### src/rtl/cgra_pkg.sv
// Shared CGRA definitions: datapath width and the load/store unit FSM encoding.
// Imported by rc_lsu and rc_lsu_ptr.
package cgra_pkg;

    localparam int DP_WIDTH       = 32;
    localparam int LSU_DEF_STRIDE = 4;

    typedef enum logic [1:0] {
        LSU_IDLE,
        LSU_REQ,
        LSU_RESP
    } lsu_state_e;

endpackage

### src/rtl/rc_lsu_ptr.sv
// Direct-access pointer for rc_lsu: host load takes priority over the
// post-grant increment by a sign-extended stride.
module rc_lsu_ptr
    import cgra_pkg::*;
#(
    parameter int DP_WIDTH     = cgra_pkg::DP_WIDTH,
    parameter int STRIDE_WIDTH = 8
) (
    input  logic                           clk_i,
    input  logic                           rst_i,
    input  logic                           load_i,
    input  logic        [DP_WIDTH-1:0]     base_i,
    input  logic                           inc_i,
    input  logic signed [STRIDE_WIDTH-1:0] stride_i,
    output logic        [DP_WIDTH-1:0]     ptr_o
);

    function automatic logic signed [DP_WIDTH-1:0] sext_stride(
        input logic signed [STRIDE_WIDTH-1:0] s
    );
        return {{(DP_WIDTH-STRIDE_WIDTH){s[STRIDE_WIDTH-1]}}, s};
    endfunction

    logic signed [DP_WIDTH-1:0] stride_ext;
    assign stride_ext = sext_stride(stride_i);

    // Addition wraps modulo 2^DP_WIDTH; a negative stride walks downward.
    always_ff @(posedge clk_i) begin
        if (rst_i) begin
            ptr_o <= '0;
        end else if (load_i) begin
            ptr_o <= base_i;
        end else if (inc_i) begin
            ptr_o <= ptr_o + stride_ext;
        end
    end

endmodule

### src/rtl/rc_lsu.sv
// Per-cell load/store unit: one outstanding req/gnt/rvalid bus transaction.
// Optional macro RC_LSU_MISALIGN_CHECK_EN adds err_o and suppresses misaligned accesses.
module rc_lsu
    import cgra_pkg::*;
#(
    parameter int DP_WIDTH     = cgra_pkg::DP_WIDTH,
    parameter int STRIDE_WIDTH = 8
) (
    input  logic                           clk_i,
    input  logic                           rst_i,
    input  logic                           ptr_load_i,
    input  logic        [DP_WIDTH-1:0]     ptr_base_i,
    input  logic signed [STRIDE_WIDTH-1:0] ptr_stride_i,
    input  logic                           dp_req_i,
    input  logic                           dp_wen_i,
    input  logic                           dp_ind_i,
    input  logic        [DP_WIDTH-1:0]     dp_add_i,
    input  logic        [DP_WIDTH-1:0]     dp_wdata_i,
    output logic        [DP_WIDTH-1:0]     dp_rdata_o,
    output logic                           dp_rvalid_o,
    output logic                           lsu_stall_o,
    output logic                           bus_req_o,
    input  logic                           bus_gnt_i,
    output logic                           bus_we_o,
    output logic        [DP_WIDTH-1:0]     bus_add_o,
    output logic        [DP_WIDTH-1:0]     bus_wdata_o,
    input  logic        [DP_WIDTH-1:0]     bus_rdata_i,
    input  logic                           bus_rvalid_i,
    output logic        [DP_WIDTH-1:0]     ptr_o
`ifdef RC_LSU_MISALIGN_CHECK_EN
    ,
    output logic                           err_o
`endif
);

    lsu_state_e            state_q;
    logic                  ind_q;
    logic                  mis_q;
    logic [DP_WIDTH-1:0]   addr_sel;
    logic                  misaligned;
    logic                  resp_done;
    logic                  ptr_inc;

    assign addr_sel = dp_ind_i ? dp_add_i : ptr_o;

`ifdef RC_LSU_MISALIGN_CHECK_EN
    assign misaligned = |addr_sel[1:0];
    assign err_o      = resp_done & mis_q;
`else
    assign misaligned = 1'b0;
`endif

    // A suppressed misaligned access completes without waiting for the bus.
    assign resp_done   = (state_q == LSU_RESP) & (bus_rvalid_i | mis_q);
    assign dp_rvalid_o = resp_done;
    assign dp_rdata_o  = (resp_done && !bus_we_o && !mis_q) ? bus_rdata_i : '0;
    assign lsu_stall_o = ((state_q == LSU_IDLE) & dp_req_i)
                       | (state_q == LSU_REQ)
                       | ((state_q == LSU_RESP) & ~resp_done);

    assign ptr_inc = (state_q == LSU_REQ) & bus_gnt_i & ~ind_q;

    rc_lsu_ptr #(
        .DP_WIDTH     (DP_WIDTH),
        .STRIDE_WIDTH (STRIDE_WIDTH)
    ) u_ptr (
        .clk_i    (clk_i),
        .rst_i    (rst_i),
        .load_i   (ptr_load_i),
        .base_i   (ptr_base_i),
        .inc_i    (ptr_inc),
        .stride_i (ptr_stride_i),
        .ptr_o    (ptr_o)
    );

    always_ff @(posedge clk_i) begin
        if (rst_i) begin
            state_q     <= LSU_IDLE;
            bus_req_o   <= 1'b0;
            bus_we_o    <= 1'b0;
            bus_add_o   <= '0;
            bus_wdata_o <= '0;
            ind_q       <= 1'b0;
            mis_q       <= 1'b0;
        end else begin
            case (state_q)
                LSU_IDLE: begin
                    if (dp_req_i) begin
                        bus_we_o    <= ~dp_wen_i;
                        bus_add_o   <= addr_sel;
                        bus_wdata_o <= dp_wdata_i;
                        ind_q       <= dp_ind_i;
                        mis_q       <= misaligned;
                        if (misaligned) begin
                            state_q <= LSU_RESP;
                        end else begin
                            state_q   <= LSU_REQ;
                            bus_req_o <= 1'b1;
                        end
                    end
                end
                LSU_REQ: begin
                    if (bus_gnt_i) begin
                        state_q   <= LSU_RESP;
                        bus_req_o <= 1'b0;
                    end
                end
                LSU_RESP: begin
                    if (resp_done) begin
                        state_q <= LSU_IDLE;
                        mis_q   <= 1'b0;
                    end
                end
                default: begin
                    state_q   <= LSU_IDLE;
                    bus_req_o <= 1'b0;
                end
            endcase
        end
    end

    // The datapath must hold its request until the response is returned.
    property p_req_held;
        @(posedge clk_i) disable iff (rst_i)
            ((state_q != LSU_IDLE) && !resp_done) |-> dp_req_i;
    endproperty
    a_req_held: assert property (p_req_held)
        else $error("rc_lsu: dp_req_i dropped before response");

endmodule
### config.mk
export PLATFORM = sky130hd
export DESIGN_NAME = rc_lsu
export DESIGN_NICKNAME = d
export VERILOG_FILES = /design/src/rtl/cgra_pkg.sv /design/src/rtl/rc_lsu_ptr.sv /design/src/rtl/rc_lsu.sv
export SDC_FILE = /design/constraint.sdc
export NUM_CORES = 1
export LEC_CHECK = 0
export CORE_MARGIN = 4
export CORE_UTILIZATION = 42
export DETAILED_ROUTE_END_ITERATION = 6
export PLACE_DENSITY = 0.81
export SLEW_MARGIN = 15
export SYNTH_ARGS = -nofsm -noshare
export SYNTH_HDL_FRONTEND = slang
export SYNTH_SLANG_ARGS = --single-unit
### constraint.sdc
create_clock -name clk_i -period 3.64 [get_ports clk_i]
set_input_delay 0.546 -clock clk_i [delete_from_list [all_inputs] [get_ports clk_i]]
set_output_delay 0.546 -clock clk_i [all_outputs]
set_load 0.02 [all_outputs]
==> summary.txt <==
Status
  – Result of the run: completed

Global route
  – Total global-route track usage: 0.268
  – Overflow left after global routing: 0
  – Via count of the first global-routing pass: just over 6000
  – Number of antenna violations at the first check in global routing: 0
  – Pin count of the biggest net entering global routing: 90
  – First-pass GRT wire length: 34.2 mm

Logic synthesis
  – Area leader, netlist: dfxtp_1
  – Number of enable flip-flop cells after synthesis: 0
  – Top post-synthesis cells by area: dfxtp_1 (34%), a21oi_1 (7.9%), nand2_1 (7.5%)
  – Synthesized-area fraction occupied by ao, oa, aoi and oai cells: 0.265
  – Most frequently used flop master after synthesis: dfxtp_1
  – Number of library cell types mapped by synthesis: 57
  – Number of flip-flops and latches in the synthesized netlist: roughly 100
  – Count of yosys warnings during synthesis: 0
  – Area fraction in and, or, nand and nor cells after synthesis: 0.202
  – Largest family of logic cells by synthesized area: compound AO/OA/AOI/OAI gates
  – Average cell area after synthesis: 7.82 sq um
  – Mux contribution to synthesized area: 0.0550
  – Mapped cell area: 0.00601 sq mm
  – Share of the yosys chip area belonging to registers: 0.337
  – Share of Yosys cell area claimed by the top area cell type: 0.337
  – Post-synthesis instance total: 768
  – Arithmetic-cell share of the synthesized area counting full adders, half adders and majority gates: 0.0679
  – Fraction of synthesized cell area in xor and xnor cells: 0.0292
  – FFs w/ async S/R, synth: 0
  – Number of nets produced by synthesis: 944

Critical path
  – Capture point of the worst reg-to-reg path: u_ptr.ptr_o[31]
  – Worst Setup SP: ptr_stride_i[7]
  – Maximum fanout along the worst path: 17
  – Slowest cell on the critical path: clkdlybuf4s50_1
  – R2R depth: 10
  – Crit path arrival time: 3640 ps
  – CP Cell Sequence: clkdlybuf4s50_1 > buf_12 > ha_1 > a21oi_1 > o21ai_0 > a311oi_2 > a211oi_2 > buf_4 > a2111oi_4 > nor4_1 > o31ai_1 > or3b_1
  – Crit. End Element: register
  – Start-to-end type of the worst setup path: in2reg
  – Critical path required time: approximately 4000 ps
  – R2r startpoint: u_ptr.ptr_o[1]
  – Slack of the worst reg-to-reg path: roughly 560 ps
  – Maximum cell stage delay along the critical path: 450 ps
  – Startpoint types: primary input

Power
  – Leak pwr: 3.79 nW
  – Power Dens Cells: 359 mW/mm^2
  – Peak supply drop: 0.000221 V

Die
  – Die height: 128 um
  – Floorplan core area: between 0.01 and 0.015 sq mm
  – Standard-cell row count: 43
  – X dimension of the die: approximately 130 um
  – Die ar.: roughly 0.016 sq mm
  – Io pins: between 200 and 300
  – Starting density of the core: 0.431

Clock tree
  – Hold-fix buffer count after cts: 0
  – Clock latency on the worst-skew pair: 360 ps
  – Clock net sink count: 101
  – CTS Buf Count: 9
  – Largest buffer count on any clock path: 2
  – Buffer type at the clock tree root: clkbuf_16
  – Clock H-tree levels: 3
  – CTS tree: done
  – CTS clk-pin slew, worst paths: 80 ps
  – # resized after CTS: 0
  – Post-CTS setup-driven buffer insertion count: 0

Final layout
  – Most common cell after layout, fill and taps aside: clkdlybuf4s50_1
  – Share of post-route cells with drive strength above 1: 0.0679
  – Commonest non-fill, non-tap cells in the layout: clkdlybuf4s50_1 (273), nand2_1 (120), dfxtp_1 (101), a21oi_1 (95), nor2_1 (67)
  – Synthesis-to-layout area growth: 56.7%
  – Count of nets after finishing: 1216
  – Antenna Diode Count: 0
  – Utilization of the core after routing: 0.676
  – Fill cell instance count of the final layout: 1196

Placed design
  – Count of buffers from port buffering: 275
  – Detailed placement HPWL: 17.4 mm
  – Final weighted congestion in routability-driven placement: 0.918

STA
  – Worst Clk Skew: 9.63 ps
  – Post-route clock period utilization: 0.932
  – Hold violation count in the final report: 0
  – Fmax: 0.295 GHz
  – Max-slew headroom: 0.314
  – Tmin final: 3390 ps
  – Final number of setup-violating endpoints: 0
  – Final count of pins violating max slew: 0
  – Slew of the pin with the lowest slew margin: 1030 ps
  – Accumulated negative setup slack: 0 ps
  – RSZ-0062 raised after global routing: false

Drt
  – Number of iterations in the first detailed-routing pass: 5
  – Via count: ~6600
  – Number of vias per cell: 5.36
  – Post-route ant nets: 0
  – Post-detailed-route wirelength per cell: between 15 and 20 um
  – Final routed DRC violation total: 0
  – Post-detailed-routing wire length: 22.4 mm
  – Number of violations reported at the end of detailed-routing iteration 0: 455

Min path
  – Number of instances on the worst hold path: 2
  – End of the worst hold path: bus_wdata_o[6]
  – Launch point of the worst hold path: bus_wdata_o[6]
  – Worst hold path type: reg2reg

Job
  – Count of maximum capacitance violations: 0
==> synthesized netlist by cell type, types with 5 or more instances <==
library cell and number:
o21a_1 5, a31oi_1 6, ha_1 31, nand4_1 5, clkbuf_1 50, mux2i_1 33, a21o_1 8, or3_1 7
o21ai_1 13, inv_1 13, dfxtp_1 101, a311oi_1 6, o211a_1 10, nand3_1 9, a21oi_1 95, nor4_1 6
xnor2_1 14, nor3_1 5, and2_1 32, nand2_1 120, nor2_1 68, o21bai_1 8, xor2_1 6, a211oi_1 37
o21ai_0 28
==> how the worst max path moves through the flow <==
stage               slack (ps)  cells past startpoint         endpoint
floorplan                  570                     10  u_ptr.ptr_o[22]
global placement             4                     12  u_ptr.ptr_o[31]
detailed placement        -110                     12  u_ptr.ptr_o[31]
CTS                        280                     12  u_ptr.ptr_o[31]
global route                40                     12  u_ptr.ptr_o[31]
finish                     250                     12  u_ptr.ptr_o[31]
==> through the flow <==
| step | hold slack (ps) | setup slack, ps | power (mW) | std cells | instance area [sq um] |
|---|---|---|---|---|---|
| after floorplan | 446 | 574 | 1.87 | 768 | 6010 |
| after global placement | 441 | 4.47 | 2.39 | 1209 | 9100 |
| after detailed placement | 447 | -114 | 2.40 | 1209 | 9100 |
| after CTS | 458 | 278 | 3.41 | 1225 | 9420 |
| after global routing | 474 | 36.5 | 3.56 | 1225 | 9420 |
| final | 455 | 246 | 3.38 | 1225 | 9420 |
==> area by class of cell <==
type,count,area (sq um),share of cell area
Sequential cell,101,2020,0.215
Inverter,14,52.6,0.00558
Timing Repair Buffer,315,3070,0.326
Clock inverter,7,91.3,0.00970
Clock buffer,9,225,0.0239
Tap cell,180,225,0.0239
Multi-Input combinational cell,599,3730,0.396
==> power breakdown <==
part | leakage (nW) | internal (mW) | switching [mW] | total, mW
clock | 0.152 | 0.494 | 0.505 | 0.999
sequential | 0.835 | 1.19 | 0.0780 | 1.27
combinational | 2.80 | 0.551 | 0.558 | 1.11
==> layer usage <==
metal | global-route usage | vias to the layer above | share of wire
met1 | 0.323 | 3019 | 0.41
met5 | 0 | - | 0
met3 | 0.0615 | 26 | 0.066
met4 | 0.0531 | 0 | 0.013
met2 | 0.488 | 222 | 0.51
li1 | - | 3293 | -
==> state kept, by name, indices dropped and copies added, names as in the netlist <==
name and count:
bus_req_o 1, state_q 2, bus_we_o 1, bus_wdata_o 32
bus_add_o 32, ind_q 1, u_ptr.ptr_o 32
==> kinds of logic (layout without fill, tap and decap cells) <==
logic type | after synthesis | in the layout
flip-flops | 101 | 101
XOR/XNOR | 20 | 20
AO/OA/AOI/OAI | 244 | 244
buffers and inverters | 68 | 345
AND/OR/NAND/NOR | 270 | 270
multiplexers | 33 | 33
adder cells (fa/ha/maj) | 32 | 32
==> worst max-delay path: cells and delay by family <==
| kind | cells | cell delay (ps) |
|---|---|---|
| AO/OA/AOI/OAI | 6 | 1470 |
| buffers and inverters | 3 | 780 |
| AND/OR/NAND/NOR | 2 | 480 |
| adder cells (fa/ha/maj) | 1 | 340 |
No activity file was read; power rests on OpenSTA's default activity.
